===== src/rtl/float_pkg.sv =====
// Shared definitions for the float arg-max stream: comparator flag positions,
// FSM state encoding and the word-width helper.
package float_pkg;

    localparam int unsigned FLAG_GT = 2;
    localparam int unsigned FLAG_EQ = 1;
    localparam int unsigned FLAG_LT = 0;

    typedef enum logic [1:0] {
        StIdle,
        StAccum,
        StDone
    } state_t;

    function automatic int unsigned word_w(input int unsigned exp_w, input int unsigned man_w);
        return 1 + exp_w + man_w;
    endfunction

endpackage


===== src/rtl/float_cmp_comb.sv =====
// Combinational sign-magnitude float compare; flag is one-hot {a>b, a==b, a<b}.
module float_cmp_comb
    import float_pkg::*;
#(
    parameter int unsigned EXP_W = 8,
    parameter int unsigned MAN_W = 23
) (
    input  logic [word_w(EXP_W, MAN_W)-1:0] a,
    input  logic [word_w(EXP_W, MAN_W)-1:0] b,
    output logic [2:0]                      flag
);

    localparam int unsigned M = EXP_W + MAN_W;

    logic         sa;
    logic         sb;
    logic [M-1:0] ma;
    logic [M-1:0] mb;

    assign sa = a[M];
    assign sb = b[M];
    assign ma = a[M-1:0];
    assign mb = b[M-1:0];

    always_comb begin
        flag = '0;
        if (ma == '0 && mb == '0) begin
            flag[FLAG_EQ] = 1'b1;
        end else if (sa != sb) begin
            if (sa) flag[FLAG_LT] = 1'b1;
            else    flag[FLAG_GT] = 1'b1;
        end else if (ma == mb) begin
            flag[FLAG_EQ] = 1'b1;
        end else if ((ma > mb) ^ sa) begin
            // Larger magnitude wins when positive, loses when negative.
            flag[FLAG_GT] = 1'b1;
        end else begin
            flag[FLAG_LT] = 1'b1;
        end
    end

endmodule


===== src/rtl/float_argmax_stream.sv =====
// Streaming arg-max over one packet of floats with valid/ready handshakes.
// Optional FLOAT_NAN_SKIP_EN: NaN elements never win and are reported on out_nan.
module float_argmax_stream
    import float_pkg::*;
#(
    parameter int unsigned EXP_W = 8,
    parameter int unsigned MAN_W = 23,
    parameter int unsigned IDX_W = 8
) (
    input  logic                            clk,
    input  logic                            rst_n,
    input  logic                            in_valid,
    output logic                            in_ready,
    input  logic [word_w(EXP_W, MAN_W)-1:0] in_data,
    input  logic                            in_last,
    output logic                            out_valid,
    input  logic                            out_ready,
    output logic [word_w(EXP_W, MAN_W)-1:0] out_max,
    output logic [IDX_W-1:0]                out_idx,
`ifdef FLOAT_NAN_SKIP_EN
    output logic                            out_nan,
`endif
    output logic                            out_ovf
);

    localparam int unsigned W = word_w(EXP_W, MAN_W);
    localparam logic [IDX_W-1:0] CntMax = '1;

    state_t           state;
    logic [W-1:0]     max_q;
    logic [IDX_W-1:0] idx_q;
    logic [IDX_W-1:0] cnt_q;
    logic             ovf_q;
    logic             valid_q;
    logic [2:0]       flag;
    logic             accept;
    logic             take;
    logic             unused_flags;

    float_cmp_comb #(
        .EXP_W(EXP_W),
        .MAN_W(MAN_W)
    ) u_cmp (
        .a   (in_data),
        .b   (max_q),
        .flag(flag)
    );

    assign unused_flags = ^{flag[FLAG_EQ], flag[FLAG_LT]};
    assign in_ready     = (state != StDone);
    assign accept       = in_valid && in_ready;

`ifdef FLOAT_NAN_SKIP_EN
    logic in_nan;
    logic max_nan_q;
    logic nan_q;

    assign in_nan = (&in_data[W-2 -: EXP_W]) && (|in_data[MAN_W-1:0]);
    // A provisional NaN max yields to the first non-NaN element regardless of value.
    assign take   = !in_nan && (max_nan_q || flag[FLAG_GT]);
    assign out_nan = nan_q;
`else
    assign take = flag[FLAG_GT];
`endif

    always_ff @(posedge clk or negedge rst_n) begin
        if (!rst_n) begin
            state   <= StIdle;
            max_q   <= '0;
            idx_q   <= '0;
            cnt_q   <= '0;
            ovf_q   <= 1'b0;
            valid_q <= 1'b0;
`ifdef FLOAT_NAN_SKIP_EN
            max_nan_q <= 1'b0;
            nan_q     <= 1'b0;
`endif
        end else begin
            case (state)
                StIdle: begin
                    if (accept) begin
                        max_q <= in_data;
                        idx_q <= '0;
                        cnt_q <= IDX_W'(1);
`ifdef FLOAT_NAN_SKIP_EN
                        max_nan_q <= in_nan;
                        nan_q     <= in_nan;
`endif
                        if (in_last) begin
                            state   <= StDone;
                            valid_q <= 1'b1;
                        end else begin
                            state <= StAccum;
                        end
                    end
                end
                StAccum: begin
                    if (accept) begin
                        if (take) begin
                            max_q <= in_data;
                            idx_q <= cnt_q;
`ifdef FLOAT_NAN_SKIP_EN
                            max_nan_q <= 1'b0;
`endif
                        end
`ifdef FLOAT_NAN_SKIP_EN
                        nan_q <= nan_q | in_nan;
`endif
                        // Past the last representable index the count sticks and idx freezes.
                        if (cnt_q == CntMax) ovf_q <= 1'b1;
                        else                 cnt_q <= cnt_q + 1'b1;
                        if (in_last) begin
                            state   <= StDone;
                            valid_q <= 1'b1;
                        end
                    end
                end
                StDone: begin
                    if (out_ready) begin
                        state   <= StIdle;
                        valid_q <= 1'b0;
                        cnt_q   <= '0;
                        ovf_q   <= 1'b0;
`ifdef FLOAT_NAN_SKIP_EN
                        nan_q <= 1'b0;
`endif
                    end
                end
                default: state <= StIdle;
            endcase
        end
    end

    assign out_valid = valid_q;
    assign out_max   = max_q;
    assign out_idx   = idx_q;
    assign out_ovf   = ovf_q;

endmodule


===== config.mk =====
export PLATFORM = sky130hd
export DESIGN_NAME = float_argmax_stream
export DESIGN_NICKNAME = d
export VERILOG_FILES = /design/src/rtl/float_pkg.sv /design/src/rtl/float_cmp_comb.sv /design/src/rtl/float_argmax_stream.sv
export SDC_FILE = /design/constraint.sdc
export NUM_CORES = 1
export LEC_CHECK = 0
export ABC_AREA = 1
export CAP_MARGIN = 20
export CORE_MARGIN = 5
export CORE_UTILIZATION = 50
export CTS_CLUSTER_DIAMETER = 50
export DETAILED_ROUTE_END_ITERATION = 10
export HOLD_SLACK_MARGIN = 0.06
export PLACE_DENSITY = 0.8
export SLEW_MARGIN = 20
export SYNTH_ARGS = -nofsm -noshare
export SYNTH_HDL_FRONTEND = slang
export SYNTH_SLANG_ARGS = --single-unit

===== constraint.sdc =====
create_clock -name clk -period 2.6 [get_ports clk]
set_input_delay 0.26 -clock clk [delete_from_list [all_inputs] [get_ports clk]]
set_output_delay 0.26 -clock clk [all_outputs]
set_load 0.02 [all_outputs]

Yosys cells after proc, flatten, opt, wreduce, memory -nomap -nowiden. Index checks and enable logic that the tools add are counted.

Output and inout port bits: 43. Flip-flop bits (word level): 52. Logic and storage cells: 70. Bits of input ports: 37.

Equal/unequal tests: 15. Bitwise logic cells: 1. Add/sub/neg operators: 1. Multiplexer cells: 31. Reductions and logical operators: 15. $lt $le $gt $ge: 1.

Operators with widths (number): 32-bit two-way mux (3); 32-bit one-hot mux with 2 select lines (1); 31-bit logical NOT (2); 8-bit two-way mux (7); 31-bit equality test (1); 31-bit greater-than comparator (1); 8-bit one-hot mux with 3 select lines (1); 2-bit != test, second input constant (8); 8-bit one-hot mux with 2 select lines (1); 4-bit AND reduction (4); 1-bit two-way mux (10); 2-bit two-way mux (5); 8-bit by 1-bit adder with 8-bit output, second input constant (1); 8-bit equality test, second input constant (1); 2-bit one-hot mux with 3 select lines (1); 2-bit nonzero test (3); 5-bit AND reduction (1); 2-bit by 1-bit != test with 1-bit output, second input constant (2); 1-bit one-hot mux with 2 select lines (2); 3-bit nonzero test (1); 2-bit by 1-bit equality test with 1-bit output, second input constant (1); 2-bit equality test, second input constant (1); 1-bit logical AND (2); 2-bit logical NOT (1); 3 further kinds (3).

Depth between registers and ports, before layout. Gate-level depths: netlist (run 1).

Depth after elaboration: 9. Depth in mapped cells: 19. Mapped depth without buffers: 18.

By module. From an unflattened synthesis (run 1), not the netlist that was laid out.

Cell total of the unflattened synthesis: 504. Area total of the unflattened synthesis: 3641.0 µm².

Modules (own cells, without submodules): float_argmax_stream (area an instance 2399.8 µm², cells an instance 290, seq. area each 1301.2 µm², instances 1); float_cmp_comb (area an instance 1241.2 µm², cells an instance 214, seq. area each 0.0 µm², instances 1).

Worst setup path before layout (run 1). No wires, ideal clock.

Kind: register to register. Start point: reg max_q[14] (netlist: out_max[14]). End point: reg max_q[0] (netlist: out_max[0]). Arrival time: 1.894 ns. Cell stages (with the launch flop): 18. Setup time: 0.117 ns. Path buffers: 1. Period minus slack after synthesis: 2.012 ns. Required time: 2.483 ns. Slack: 0.588 ns. Cells stage by stage: dfrtp_1 > inv_1 > ha_1 > nand2_1 > nor2_1 > and3_1 > nand2_1 > nand2_1 > nand2_1 > nand2_1 > nand2_1 > nand2_1 > nand3_2 > nand2_4 > nand2_4 > buf_6 > nand2_1 > nand2_1.

Longest elaborated chain between the ends: 8. Elaborated cells on any way between the ends: 11. Those cells by class: 1 x order compare; 2 x eq/ne; 4 x mux; 1 x bitwise; 3 x reduce/logical.

RTL lines: from (decl) (line float_argmax_stream.sv:30) `logic [W-1:0] max_q;`; from (signal assigned) (line float_argmax_stream.sv:82) `max_q <= in_data;`; from (signal assigned) (line float_argmax_stream.sv:100) `max_q <= in_data;`; 31-bit greater-than comparator (line float_cmp_comb.sv:34) `end else if ((ma > mb) ^ sa) begin`; 1-bit bitwise XOR (line float_cmp_comb.sv:34); 1-bit two-way mux (line float_cmp_comb.sv:34); 1-bit two-way mux (line float_cmp_comb.sv:32) `end else if (ma == mb) begin`; 1-bit two-way mux (line float_cmp_comb.sv:29) `end else if (sa != sb) begin`; 1-bit two-way mux (*) (line float_cmp_comb.sv:27) `if (ma == '0 && mb == '0) begin`; 2-bit != test (no line) (*); 4-bit AND reduction (no line) (*).

Every way passes the cells marked *; elsewhere a longest branch is shown, timed or not. A chain may end at the register's enable or synchronous reset.

Final worst setup path (run 1).
Start point: reg max_q[30] (netlist: out_max[30]). End point: reg max_q[12] (netlist: out_max[12]).

The elaborated chain is that of the path after synthesis.

==> results of run 1 <==
[metal layers]
layer / vias up / routed length (microns) / GRT usage, %
met5: - / 0 / 0
met4: 0 / 265 / 8.42
met3: 27 / 459 / 3.46
met2: 102 / 4380 / 36.0
met1: 1540 / 3620 / 26.0
li1: 1667 / - / -
[cell usage after synthesis]
cell        n  area [sq um]
o21ai_1     1          5.00
nand2_4     2          22.5
o31ai_1     1          7.51
o21a_1      1          7.51
nor2_1     33           124
nand2_1   151           567
nand3_2     1          10.0
o21ai_0     9          45.0
nand3_1    50           250
inv_1      76           285
nor3_1      3          15.0
buf_2       2          10.0
buf_6       4          45.0
nand4_1     7          43.8
nor3b_1     1          7.51
nor2_2      1          6.26
a21oi_2     1          8.76
and3_1      1          6.26
nor4_1     14          87.6
inv_2       2          7.51
ha_1       35           438
a21oi_1    16          80.1
dfrtp_1    52          1300
nor3b_2     1          12.5
buf_4       5          37.5
a21o_1      2          15.0
clkbuf_1    4          15.0
[flip-flops by register name, indices dropped and copies added (netlist names)]
signal and count:
cnt_q 8, out_idx 8, out_max 32, out_ovf 1, out_valid 1, state 2
[metrics by stage]
| stage | setup slack [ns] | util [%] | hold slack, ns |
|---|---|---|---|
| floorplan | 0.588 | - | -0.0356 |
| global placement | 0.0530 | 63.4 | 0.411 |
| detailed placement | -0.0476 | 63.4 | 0.418 |
| global route | 0.0174 | 65.5 | 0.112 |
| CTS | 0.243 | 65.4 | 0.0899 |
| finish | 0.331 | 65.5 | 0.0442 |
[repair_timing]
action                                  CTS  global route
hold buffers                              0             0
endpoints found under the setup margin    0            40
gates resized for setup                   0             1
[cell type report]
| class | count | share of cell area (%) |
|---|---|---|
| Multi-Input combinational cell | 331 | 40.0 |
| Sequential cell | 52 | 29.4 |
| Timing Repair Buffer | 85 | 18.8 |
| Inverter | 78 | 6.62 |
| Tap cell | 80 | 2.26 |
| Clock buffer | 5 | 1.56 |
| Clock inverter | 2 | 1.36 |
[cells by family after synthesis]
family / Yosys count / share of synthesized area, %
buf+inv: 93 / 11.6
fa+ha+maj: 35 / 12.7
flops: 52 / 37.6
compound gates: 31 / 4.88
simple gates: 265 / 33.3
[power breakdown]
part | internal (mW) | total [mW] | switching [mW]
registers | 1.12 | 1.44 | 0.314
clock network | 0.379 | 0.655 | 0.275
logic | 1.17 | 2.90 | 1.73
total | 2.67 | 4.99 | 2.32
[cells in the final DEF, fill, tap and decap left out]
cell,count
nand2_8,1
nor3_1,3
nor3b_1,1
nor2_2,2
nand4_1,7
nand3_1,50
nor4_1,14
a21oi_2,1
inv_1,76
and3_1,1
nand2_1,151
clkbuf_8,5
dfrtp_1,52
o21ai_0,9
ha_1,35
nor2_1,32
a21oi_1,16
nor3b_2,1
o21ai_1,1
buf_4,6
nand2_4,1
nand3_2,1
buf_2,1
clkdlybuf4s50_1,78
o31ai_1,1
bufinv_16,2
a21o_1,2
o21a_1,1
inv_2,2
[worst paths after layout]
path	slack, ns	startpoint	cells after the start	endpoint
setup / recovery	0.33	out_max[30]$_DFFE_PN0P_	15	out_max[12]$_DFFE_PN0P_
min in group clk	0.48	out_idx[4]$_DFFE_PN0P_	2	out_idx[4]$_DFFE_PN0P_
max in group asynchronous	2.10	rst_n	2	out_max[11]$_DFFE_PN0P_
setup reg to reg	0.33	out_max[30]$_DFFE_PN0P_	15	out_max[12]$_DFFE_PN0P_
hold reg to reg	0.48	out_idx[4]$_DFFE_PN0P_	2	out_idx[4]$_DFFE_PN0P_
hold / removal	0.04	rst_n	2	out_max[9]$_DFFE_PN0P_
==> flow_metrics.py, run 1 <==
metrics = {
    "power_and_ir_drop": {
        "p_leak_nw": 2.32,
        "powerDensity_nw_per_um2": 1130,
        "ir_worst_vdd_mv": 0.659,
        "power_mw": 4.99,
    },
    "critical_path": {
        "critical_path_class": "flop to flop",
        "startpoint_type": "flop",
        "critical-path-top-delay-family": "simple AND/OR/NAND/NOR gates",
        "critical_path_required_ns": 2.80,
        "path_common_cell": "nand2_1",
        "crit_path_end_kind": "flop",
        "slowest_stage": "dfrtp_1",
        "slowest_delay_ns": 0.44,
        "worstPathArrival_ns": 2.47,
        "cp_cell_sequence": "inv_1 > ha_1 > nand2_1 > nor2_2 > nand3_1 > nor2_1 > nand2_1 > nand2_1 > nand2_1 > nand2_1 > nand3_2 > nand2_4 > nand2_8 > nand2_1 > nand2_1",
        "worstPathMaxFanout": 40,
        "worst-path-buf-inv": 1,
    },
    "placement": {
        "place_inst": 626,
        "gp_congestion": 0.942,
        "port_buffers": 79,
        "dp_hpwl_microns": 6680,
        "placed_area_sq_um": 4290,
    },
    "cells_and_area": {
        "fin_area_sq_um": 4420,
        "multi_input_area_sq_um": 1770,
        "fin_nets": 625,
        "stdcell_count": 633,
        "regArea_sq_um": 1300,
        "n_antenna_cell": 0,
        "area_delta_synth_final_pct": 27.8,
        "drive_gt1_share_pct": 4.16,
        "n_fill_cell": 566,
    },
    "sta": {
        "clock.fmax_mhz": 441,
        "grt_setup_unrepaired": "no",
        "hold_viol_final": 0,
        "finalSetupViolCount": 0,
        "final.setup.tns_ns": 0,
        "slew_headroom_pct": 56.7,
        "fin_crit_ns": 2.27,
        "tightest_slew_ns": 0.650,
        "drv_slew": 0,
        "timing.final.crit_share_pct": 87.3,
        "fin_skew_ns": 0.00720,
    },
    "clock_tree": {
        "cts.sink_count": 52,
        "clk_latency_ns": 0.31,
        "post-cts-setup-buffer-count": 0,
        "cts_tree": "yes",
        "cts_max_path_buffers": 2,
        "path_clk_slew_ns": 0.09,
        "cts_max_level": 2,
        "numCtsBuffers": 5,
        "cts_root_buf": "clkbuf_8",
    },
    "route": {
        "dr.pass1.iters": 4,
        "drc": 0,
        "viasPerCell": 5.27,
        "drt_iter0_drc": 147,
        "drtAntennaViolNets": 0,
        "drt_wl_total_microns": 8730,
        "wl_per_cell_microns": 13.8,
        "vias": 3336,
    },
    "synth": {
        "syn_avg_cell_area_sq_um": 7.27,
        "ys.warnings.count": 0,
        "syn-num-nets": 548,
        "synth_seq_area_share_pct": 37.6,
        "synth_cell_type_count": 27,
        "netlist_area_sq_um": 3460,
        "synth_seq_cells": 52,
        "synthCells": 476,
    },
    "global_route": {
        "antenna_found_initial": 0,
        "grt_max_degree": 53,
        "track_usage_pct": 20.9,
        "grt_pass1_wl_microns": 15000,
        "grt_pass1_vias": 3287,
        "grt-ovfl-total": 0,
    },
    "floorplanning": {
        "start_util_pct": 51.2,
        "num_rows": 30,
        "die_h_microns": 93.2,
        "die_area_sq_um": 8690,
        "io_pins": 80,
        "core_sq_um": 6760,
        "chipWidth_microns": 93.2,
    },
    "worst_hold_path": {
        "hold_path_class": "input port to asynchronous set/reset pin",
    },
    "flow_run": {
        "maxCapViolations": 0,
    },
    "status": {
        "status": "finished clean",
    },
}
Power figures use the tool's default switching activity.
==> run 2, diff against run 1 <==
--- a/config.mk
+++ b/config.mk
@@ -7,12 +7,14 @@
 export LEC_CHECK = 0
 export ABC_AREA = 1
 export CAP_MARGIN = 20
+export CORE_ASPECT_RATIO = 1.5
 export CORE_MARGIN = 5
 export CORE_UTILIZATION = 50
 export CTS_CLUSTER_DIAMETER = 50
 export DETAILED_ROUTE_END_ITERATION = 10
 export HOLD_SLACK_MARGIN = 0.06
 export PLACE_DENSITY = 0.8
+export RECOVER_POWER = 100
 export SLEW_MARGIN = 20
 export SYNTH_ARGS = -nofsm -noshare
 export SYNTH_HDL_FRONTEND = slang
==> flow_metrics.py, run 2 (same netlist as run 1, synthesis figures left out) <==
metrics = {
    "cells_and_area": {
        "fin_util_pct": 64.6,
        "final_cell_mix": "nand2_1, inv_1, dfrtp_1",
        "area_delta_synth_final_pct": 27.0,
        "fin_nets": 626,
        "largest_register_ffs": 32,
        "n_antenna_cell": 0,
        "drive_gt1_share_pct": 3.78,
        "final_common_cell": "nand2_1",
    },
    "clock_tree": {
        "path_clk_slew_ns": 0.10,
        "clk_latency_ns": 0.31,
        "cts_resized": 0,
        "cts.sink_count": 52,
        "cts_max_level": 2,
        "post-cts-setup-buffer-count": 0,
        "cts_root_buf": "clkbuf_8",
        "holdBufCountCts": 1,
        "cts_tree": "yes",
        "numCtsBuffers": 5,
        "cts_max_path_buffers": 2,
    },
    "critical_path": {
        "path_common_cell": "nand2_1",
        "reg2reg_slack_ns": 0.36,
        "slowest_delay_ns": 0.39,
        "startpoint_type": "flop",
        "r2r_cells": 16,
        "cp_cell_sequence": "inv_1 > ha_1 > nand2_1 > inv_1 > nand2_1 > nand2_1 > nand2_1 > nand2_1 > a21oi_1 > nand3_1 > nand2_1 > nand3_1 > nand2_4 > nand2_4 > nand2_1 > nand2_1",
        "worstPathArrival_ns": 2.44,
        "slowest_stage": "dfrtp_1",
        "critical_path_class": "flop to flop",
        "crit_path_end_kind": "flop",
        "worstPathMaxFanout": 40,
        "r2r-start": "out_max[18]$_DFFE_PN0P_",
        "critical_path_required_ns": 2.81,
        "r2r_end": "out_idx[5]$_DFFE_PN0P_",
    },
    "route": {
        "drt_iter0_drc": 157,
        "drc": 0,
        "drt_wl_total_microns": 8980,
        "drtAntennaViolNets": 0,
        "dr.pass1.iters": 4,
        "vias": 3311,
        "wl_per_cell_microns": 14.2,
        "viasPerCell": 5.23,
    },
    "sta": {
        "hold_viol_final": 0,
        "finalSetupViolCount": 0,
        "tightest_slew_ns": 1.33,
        "grt_setup_unrepaired": "no",
        "final.setup.tns_ns": 0,
        "timing.final.crit_share_pct": 86.0,
        "slew_headroom_pct": 11.3,
        "fin_skew_ns": 0.0101,
        "fin_crit_ns": 2.24,
        "fin_ws_ns": 0.363,
        "drv_slew": 0,
        "clock.fmax_mhz": 447,
        "hold-worst-slack_ns": 0.484,
    },
    "placement": {
        "dp_hpwl_microns": 7040,
        "gp_congestion": 0.841,
        "pre_cts_ws_ns": 0.0532,
        "port_buffers": 79,
    },
    "global_route": {
        "grt_max_degree": 41,
        "grt-ovfl-total": 0,
        "grt_pass1_vias": 3357,
        "track_usage_pct": 20.9,
        "grt_pass1_wl_microns": 15100,
        "antenna_found_initial": 0,
    },
    "power_and_ir_drop": {
        "power_mw": 4.77,
        "p_leak_nw": 2.37,
        "powerDensity_nw_per_um2": 1090,
        "ir_worst_vdd_mv": 0.778,
    },
    "floorplanning": {
        "die_area_sq_um": 8720,
        "io_pins": 80,
        "num_rows": 37,
        "die_h_microns": 112,
        "core_sq_um": 6810,
        "chipWidth_microns": 77.9,
        "start_util_pct": 50.9,
    },
    "worst_hold_path": {
        "worstHoldPathCells": 2,
        "hp-start": "out_idx[4]$_DFFE_PN0P_",
        "hold_path_class": "flop to flop",
        "worstHoldEndpoint": "out_idx[4]$_DFFE_PN0P_",
    },
    "flow_run": {
        "maxCapViolations": 0,
    },
    "status": {
        "status": "finished clean",
    },
}
run 2: how the worst max path moves through the flow:
| stage | start | end | slack [ns] | cells past startpoint |
|---|---|---|---|---|
| 2_1_floorplan | out_max[14]$_DFFE_PN0P_ | out_max[0]$_DFFE_PN0P_ | 0.59 | 17 |
| 4_1_cts | out_max[26]$_DFFE_PN0P_ | out_idx[5]$_DFFE_PN0P_ | 0.36 | 16 |
| 6_report | out_max[18]$_DFFE_PN0P_ | out_idx[5]$_DFFE_PN0P_ | 0.36 | 16 |
| 5_1_grt | rst_n | cnt_q[7]$_DFFE_PN0P_ | 0.08 | 3 |
| 3_5_place_dp | in_data[18] | out_idx[5]$_DFFE_PN0P_ | 0.05 | 16 |
| 3_3_place_gp | in_data[18] | out_max[19]$_DFFE_PN0P_ | 0.13 | 16 |
run 2: where the power goes:
| part | total, mW | internal [mW] | switching, mW |
|---|---|---|---|
| clock network | 0.569 | 0.285 | 0.283 |
| logic | 2.78 | 1.06 | 1.72 |
| registers | 1.42 | 1.12 | 0.300 |
run 2: stage by stage:
stage | std cells | instance area, sq um
floorplan | 476 | 3460
global placement | 624 | 4280
detailed placement | 624 | 4280
CTS | 633 | 4410
global route | 633 | 4400
finish | 633 | 4400
run 2: critical path, delay by kind of cell, from the launching register on:
family	cells	cell delay, ns
fa+ha+maj	1	0.28
flops	1	0.39
buf+inv	2	0.12
compound gates	1	0.18
simple gates	12	1.14
run 2: cell type report:
type | count | area, sq um
multi-input combinational | 331 | 1760
clock inverter | 3 | 42.5
sequential | 52 | 1300
tap | 78 | 97.6
timing repair buffer | 86 | 837
clock buffer | 5 | 68.8
inverter | 78 | 293
fill | 617 | 2410
run 2: layer usage:
metal / routed length [microns] / GRT usage, % / vias to the layer above
li1: - / - / 1668
met1: 3400 / 22.8 / 1550
met2: 4890 / 39.1 / 76
met3: 450 / 3.96 / 17
met4: 239 / 7.55 / 0
met5: 0 / 0 / -
